## src/rtl/clk_switch_pkg.sv

```systemverilog
// Shared types and helpers for the glitch-free clock-switch sequencer.
package clk_switch_pkg;

  typedef enum logic [2:0] {
    IDLE     = 3'd0,
    GATE_OFF = 3'd1,
    SWITCH   = 3'd2,
    GATE_ON  = 3'd3,
    FINISH   = 3'd4
  } sw_state_e;

  localparam int SW_COUNT_W = 16;

  // Width of a counter that must hold values 0..settle.
  function automatic int settle_w(input int settle);
    return (settle < 1) ? 1 : $clog2(settle + 1);
  endfunction

endpackage

```

## src/rtl/clk_switch_settle_timer.sv

```systemverilog
// Load/expire down-counter timing one settle phase: loads SETTLE_CYCLES-1 and
// reports expiry on the edge where it reads 0.
module clk_switch_settle_timer #(
  parameter int SETTLE_CYCLES = 4,
  parameter int CNT_W         = 3
) (
  input  logic clk,
  input  logic rst_n,
  input  logic load,
  output logic expire
);

  logic [CNT_W-1:0] cnt;

  always_ff @(posedge clk or negedge rst_n) begin
    if (!rst_n)            cnt <= '0;
    else if (load)         cnt <= CNT_W'(SETTLE_CYCLES - 1);
    else if (cnt != '0)    cnt <= cnt - 1'b1;
  end

  assign expire = (cnt == '0);

endmodule

```

## src/rtl/clk_switch_seq.sv

```systemverilog
// Sequencer driving two DCC enables and a DCS select for glitch-free clock switching.
// Optional: define CLK_SWITCH_COUNT_EN to add the sw_count switch counter output.
module clk_switch_seq
  import clk_switch_pkg::*;
#(
  parameter int SETTLE_CYCLES = 4,
  parameter int CNT_W         = settle_w(SETTLE_CYCLES)
) (
  input  logic clk,
  input  logic rst_n,
  input  logic req_valid,
  input  logic req_sel,
  output logic req_ready,
  output logic done,
  output logic cur_sel,
  output logic dcc_ce_0,
  output logic dcc_ce_1,
  output logic dcs_sel,
  output logic busy
`ifdef CLK_SWITCH_COUNT_EN
  ,
  output logic [SW_COUNT_W-1:0] sw_count
`endif
);

  generate
    if (SETTLE_CYCLES < 1 || SETTLE_CYCLES > 255) begin : g_bad_settle
      $error("clk_switch_seq: SETTLE_CYCLES must be in 1..255");
    end
  endgenerate

  sw_state_e state;
  logic      sel_q;
  logic      accept, noop, tmr_load, tmr_exp, in_timed;

  assign accept   = req_valid && req_ready;
  assign noop     = (req_sel == cur_sel);
  assign in_timed = (state == GATE_OFF) || (state == SWITCH);
  assign tmr_load = (accept && !noop) || (tmr_exp && in_timed);

  clk_switch_settle_timer #(
    .SETTLE_CYCLES(SETTLE_CYCLES),
    .CNT_W        (CNT_W)
  ) u_timer (
    .clk   (clk),
    .rst_n (rst_n),
    .load  (tmr_load),
    .expire(tmr_exp)
  );

  always_ff @(posedge clk or negedge rst_n) begin
    if (!rst_n) begin
      state     <= IDLE;
      sel_q     <= 1'b0;
      req_ready <= 1'b1;
      done      <= 1'b0;
      cur_sel   <= 1'b0;
      dcc_ce_0  <= 1'b1;
      dcc_ce_1  <= 1'b0;
      dcs_sel   <= 1'b0;
      busy      <= 1'b0;
    end else begin
      case (state)
        IDLE: begin
          if (accept) begin
            sel_q     <= req_sel;
            req_ready <= 1'b0;
            busy      <= 1'b1;
            if (noop) begin
              state <= FINISH;
            end else begin
              state <= GATE_OFF;
              if (req_sel) dcc_ce_0 <= 1'b0;
              else         dcc_ce_1 <= 1'b0;
            end
          end
        end
        GATE_OFF: if (tmr_exp) begin
          dcs_sel <= sel_q;
          state   <= SWITCH;
        end
        SWITCH: if (tmr_exp) begin
          if (sel_q) dcc_ce_1 <= 1'b1;
          else       dcc_ce_0 <= 1'b1;
          state <= GATE_ON;
        end
        GATE_ON: if (tmr_exp) begin
          done  <= 1'b1;
          state <= FINISH;
        end
        FINISH: begin
          // A no-op enters with done low and spends one extra cycle raising it;
          // a real switch enters with done already set and leaves next edge.
          if (done) begin
            done      <= 1'b0;
            cur_sel   <= sel_q;
            req_ready <= 1'b1;
            busy      <= 1'b0;
            state     <= IDLE;
          end else begin
            done <= 1'b1;
          end
        end
        default: state <= IDLE;
      endcase
    end
  end

`ifdef CLK_SWITCH_COUNT_EN
  always_ff @(posedge clk or negedge rst_n) begin
    if (!rst_n)
      sw_count <= '0;
    else if (state == FINISH && done && sel_q != cur_sel)
      sw_count <= sw_count + 1'b1;
  end
`endif

endmodule
```

## config.mk

```make
export PLATFORM = sky130hd
export DESIGN_NAME = clk_switch_seq
export DESIGN_NICKNAME = d
export VERILOG_FILES = /design/src/rtl/clk_switch_pkg.sv /design/src/rtl/clk_switch_settle_timer.sv /design/src/rtl/clk_switch_seq.sv
export SDC_FILE = /design/constraint.sdc
export NUM_CORES = 1
export LEC_CHECK = 0
export BUFFER_PORTS_ARGS = -buffer_cell sky130_fd_sc_hd__clkbuf_2
export CAP_MARGIN = 20
export CORE_MARGIN = 4
export CORE_UTILIZATION = 48
export CTS_BUF_LIST = sky130_fd_sc_hd__clkbuf_16
export DETAILED_ROUTE_END_ITERATION = 7
export PLACE_DENSITY = 0.77
export SLEW_MARGIN = 20
export SYNTH_ARGS = -nofsm -noshare
export SYNTH_HDL_FRONTEND = slang
export SYNTH_HIERARCHICAL = 1
export SYNTH_SLANG_ARGS = --single-unit
```

## constraint.sdc

```tcl
create_clock -name clk -period 1.35 [get_ports clk]
set_input_delay 0.0675 -clock clk [delete_from_list [all_inputs] [get_ports clk]]
set_output_delay 0.0675 -clock clk [all_outputs]
set_load 0.005 [all_outputs]
```

==> metrics.yaml <==
outcome: "finished, violations left"
violations: "setup timing"
worstHoldPathType: "input pin to flop"
cts.path.max_buffers: 2
htreeDepth: 1
grt_max_degree: 15
r2r_slack_ns: -0.09
yosysTopAreaCellShare: 0.394
r2r.worst_path.cells: 5
drt_iter0_drc: 3
syn-cell-area_um2: 762
critPathBufInv: 1
endpoint: "state[2]"
ys_types: 34
ios: 11
wirelength_mm: 1.58
ir_drop_v: 0.00132
clockRootBuffer: "clkbuf_16"
setup_slack_ns: -0.0936
reg2reg_from: "u_timer/cnt[1]"
yosysSeqAreaShare: 0.463
io_buffer_count: 10
grt_usage: 0.156
die-width_um: 47.8
synth_edf_count: 0
design.core.area_um2: 1510
diodes: 0
vias: 611
synthTopCellsByCount: "dfrtp_1, a21oi_1, nand2_1"
power_mw: 2.45
hold_depth: 2
nets: 100
rr_endpoint: "state[2]"
clk_pin_slew_worst_paths_ns: 0.04
cts_buffers: 3
critPathMaxFanout: 5
synth_ff_type: "dfrtp_1"
cts_tree: "yes"
synthCells: 70
holdWs_ns: 0.0923
syn-num-nets: 76
syn2layout_area_growth_pct: 34.5
routedWlPerCell_um: 14.6
cp_data_required_time_ns: 1.46
synth_warnings: 6
worstSetupPathType: "flop to flop"
yosysMostFrequentCell: "dfrtp_1"
gp_congestion: 0.797
path_cells: "inv_2 -> ha_4 -> and2b_2 -> and3b_1 -> a221o_1"
initial_core_util: 0.506
cpPeakStageDelay_ns: 0.35
cp-startpoint: "u_timer/cnt[1]"
cpMaxStageDelayCell: "dfrtp_1"
postRouteAntennaNets: 0
postLayoutCoreUtil: 0.680
drive_above_1_share: 0.489
drc: 0
setup_viol: 6
maxSlewHeadroom: 0.711
grt_pass1_vias: 559
grt_pass1_wl_mm: 2.48
fin_crit_ns: 1.44
nFillCells: 113
clk_latency_ns: 0.23
leakagePower_nw: 0.445
via_per_inst: 5.66
finClkSkew_ns: 0.000999
placedCellCount: 101
antenna_found_initial: 0
multiInputGateArea_um2: 418
fp.dieH_um: 47.8
cp_top_family: "simple AND/OR/NAND/NOR gates"
maxCapViolCount: 0
tightest_slew_ns: 0.433
die_area_um2: 2290
cp-start-kind: "flop"
rows: 14
seqCellArea_um2: 354
hold_viol_final: 0
ys_ff_latch: 14
gr-total-overflow: 0
rsz0062_at_grt: "true"
end_kind: "flop"
synth_area_leaders: "dfrtp_1, dfstp_2, a21oi_1"
timing.setup.tns_ns: -0.228
async_flop_share: 1.00
post-route-period-util: 1.07
fmax_mhz: 693
instances_no_fill: 108
slew_viol_final: 0
powerDensity_nw_per_um2: 2390
hp-start: "req_sel"
avgSynthCellArea_um2: 10.9
arrival_ns: 1.55
dr.pass1.iters: 5
worstSetupPathDepth: 5
clock-sinks: 14
yosysTopAreaCell: "dfrtp_1"
==> layout make-up <==
cell class | instances | area share
tap | 16 | 0.0195
timing repair buffer | 22 | 0.139
clock buffer | 3 | 0.0733
multi-input combinational | 49 | 0.408
inverter | 4 | 0.0147
sequential | 14 | 0.346
==> registers in the layout, indices dropped and copies added (netlist names) <==
name / count
u_timer/cnt: 3
state: 3
dcs_sel: 1
cur_sel: 1
dcc_ce_0: 1
busy: 1
sel_q: 1
dcc_ce_1: 1
req_ready: 1
done: 1
==> power by group <==
group,switching (mW),leakage [nW],internal [mW]
sequential,0.224,0.160,0.612
combinational,0.492,0.248,0.596
clock,0.142,0.0370,0.385
==> cells by family after synthesis <==
logic type | after synthesis | synth area share
AO/OA/AOI/OAI | 16 | 0.141
XOR/XNOR | 3 | 0.0345
adder cells (fa/ha/maj) | 2 | 0.0328
buffers and inverters | 7 | 0.0591
flip-flops | 14 | 0.463
multiplexers | 4 | 0.0558
AND/OR/NAND/NOR | 24 | 0.213
==> placed cells by master, fill, tap and decap left out, drive strengths merged, types with 2 or more instances in the layout <==
| cell | n |
|---|---|
| clkbuf | 13 |
| dfrtp | 12 |
| buf | 11 |
| a21oi | 6 |
| nand2 | 5 |
| nor2 | 5 |
| inv | 4 |
| o21ai | 3 |
| nor4 | 3 |
| xor2 | 2 |
| o2bb2ai | 2 |
| mux2 | 2 |
| dfstp | 2 |
| nor2b | 2 |
| mux2i | 2 |
| ha | 2 |
==> metrics by stage <==
stage | setup slack, ns | cell area, µm²
after floorplan | -0.0380 | 764
after global placement | -0.0408 | 865
after detailed placement | -0.0853 | 865
after CTS | -0.0960 | 1000
after global routing | -0.137 | 1020
final | -0.0936 | 1020
==> layer usage <==
layer	track usage	vias to the layer above	part of all wire	wire (µm)
met2	0.259	15	0.55	868
met1	0.200	296	0.40	632
li1	-	298	-	-
met5	0	-	0	0
met3	0.0226	2	0.039	62
met4	0.0645	0	0.0070	11
==> worst reg2reg max path: stages (launching register included) <==
cell and delay [ns]:
dfrtp_1 0.35, inv_2 0.06, ha_4 0.15, and2b_2 0.23, and3b_1 0.21, a221o_1 0.33
==> how the worst min path moves through the flow <==
stage                to  slack, ns
2_1_floorplan      busy      -0.23
3_3_place_gp   dcc_ce_1      -0.01
3_5_place_dp    dcs_sel      -0.01
4_1_cts        dcc_ce_0       0.09
5_1_grt        dcc_ce_0       0.11
6_report       dcc_ce_0       0.09
==> timing repair <==
action                     CTS  global route
hold endpoints to repair    12             0
buffers inserted             2             1
gates resized for setup      8             6
pin swaps                    3             6
hold buffers                 1             0
setup endpoints to repair    8             8
Note: power is estimated with default switching activity, not from simulation.
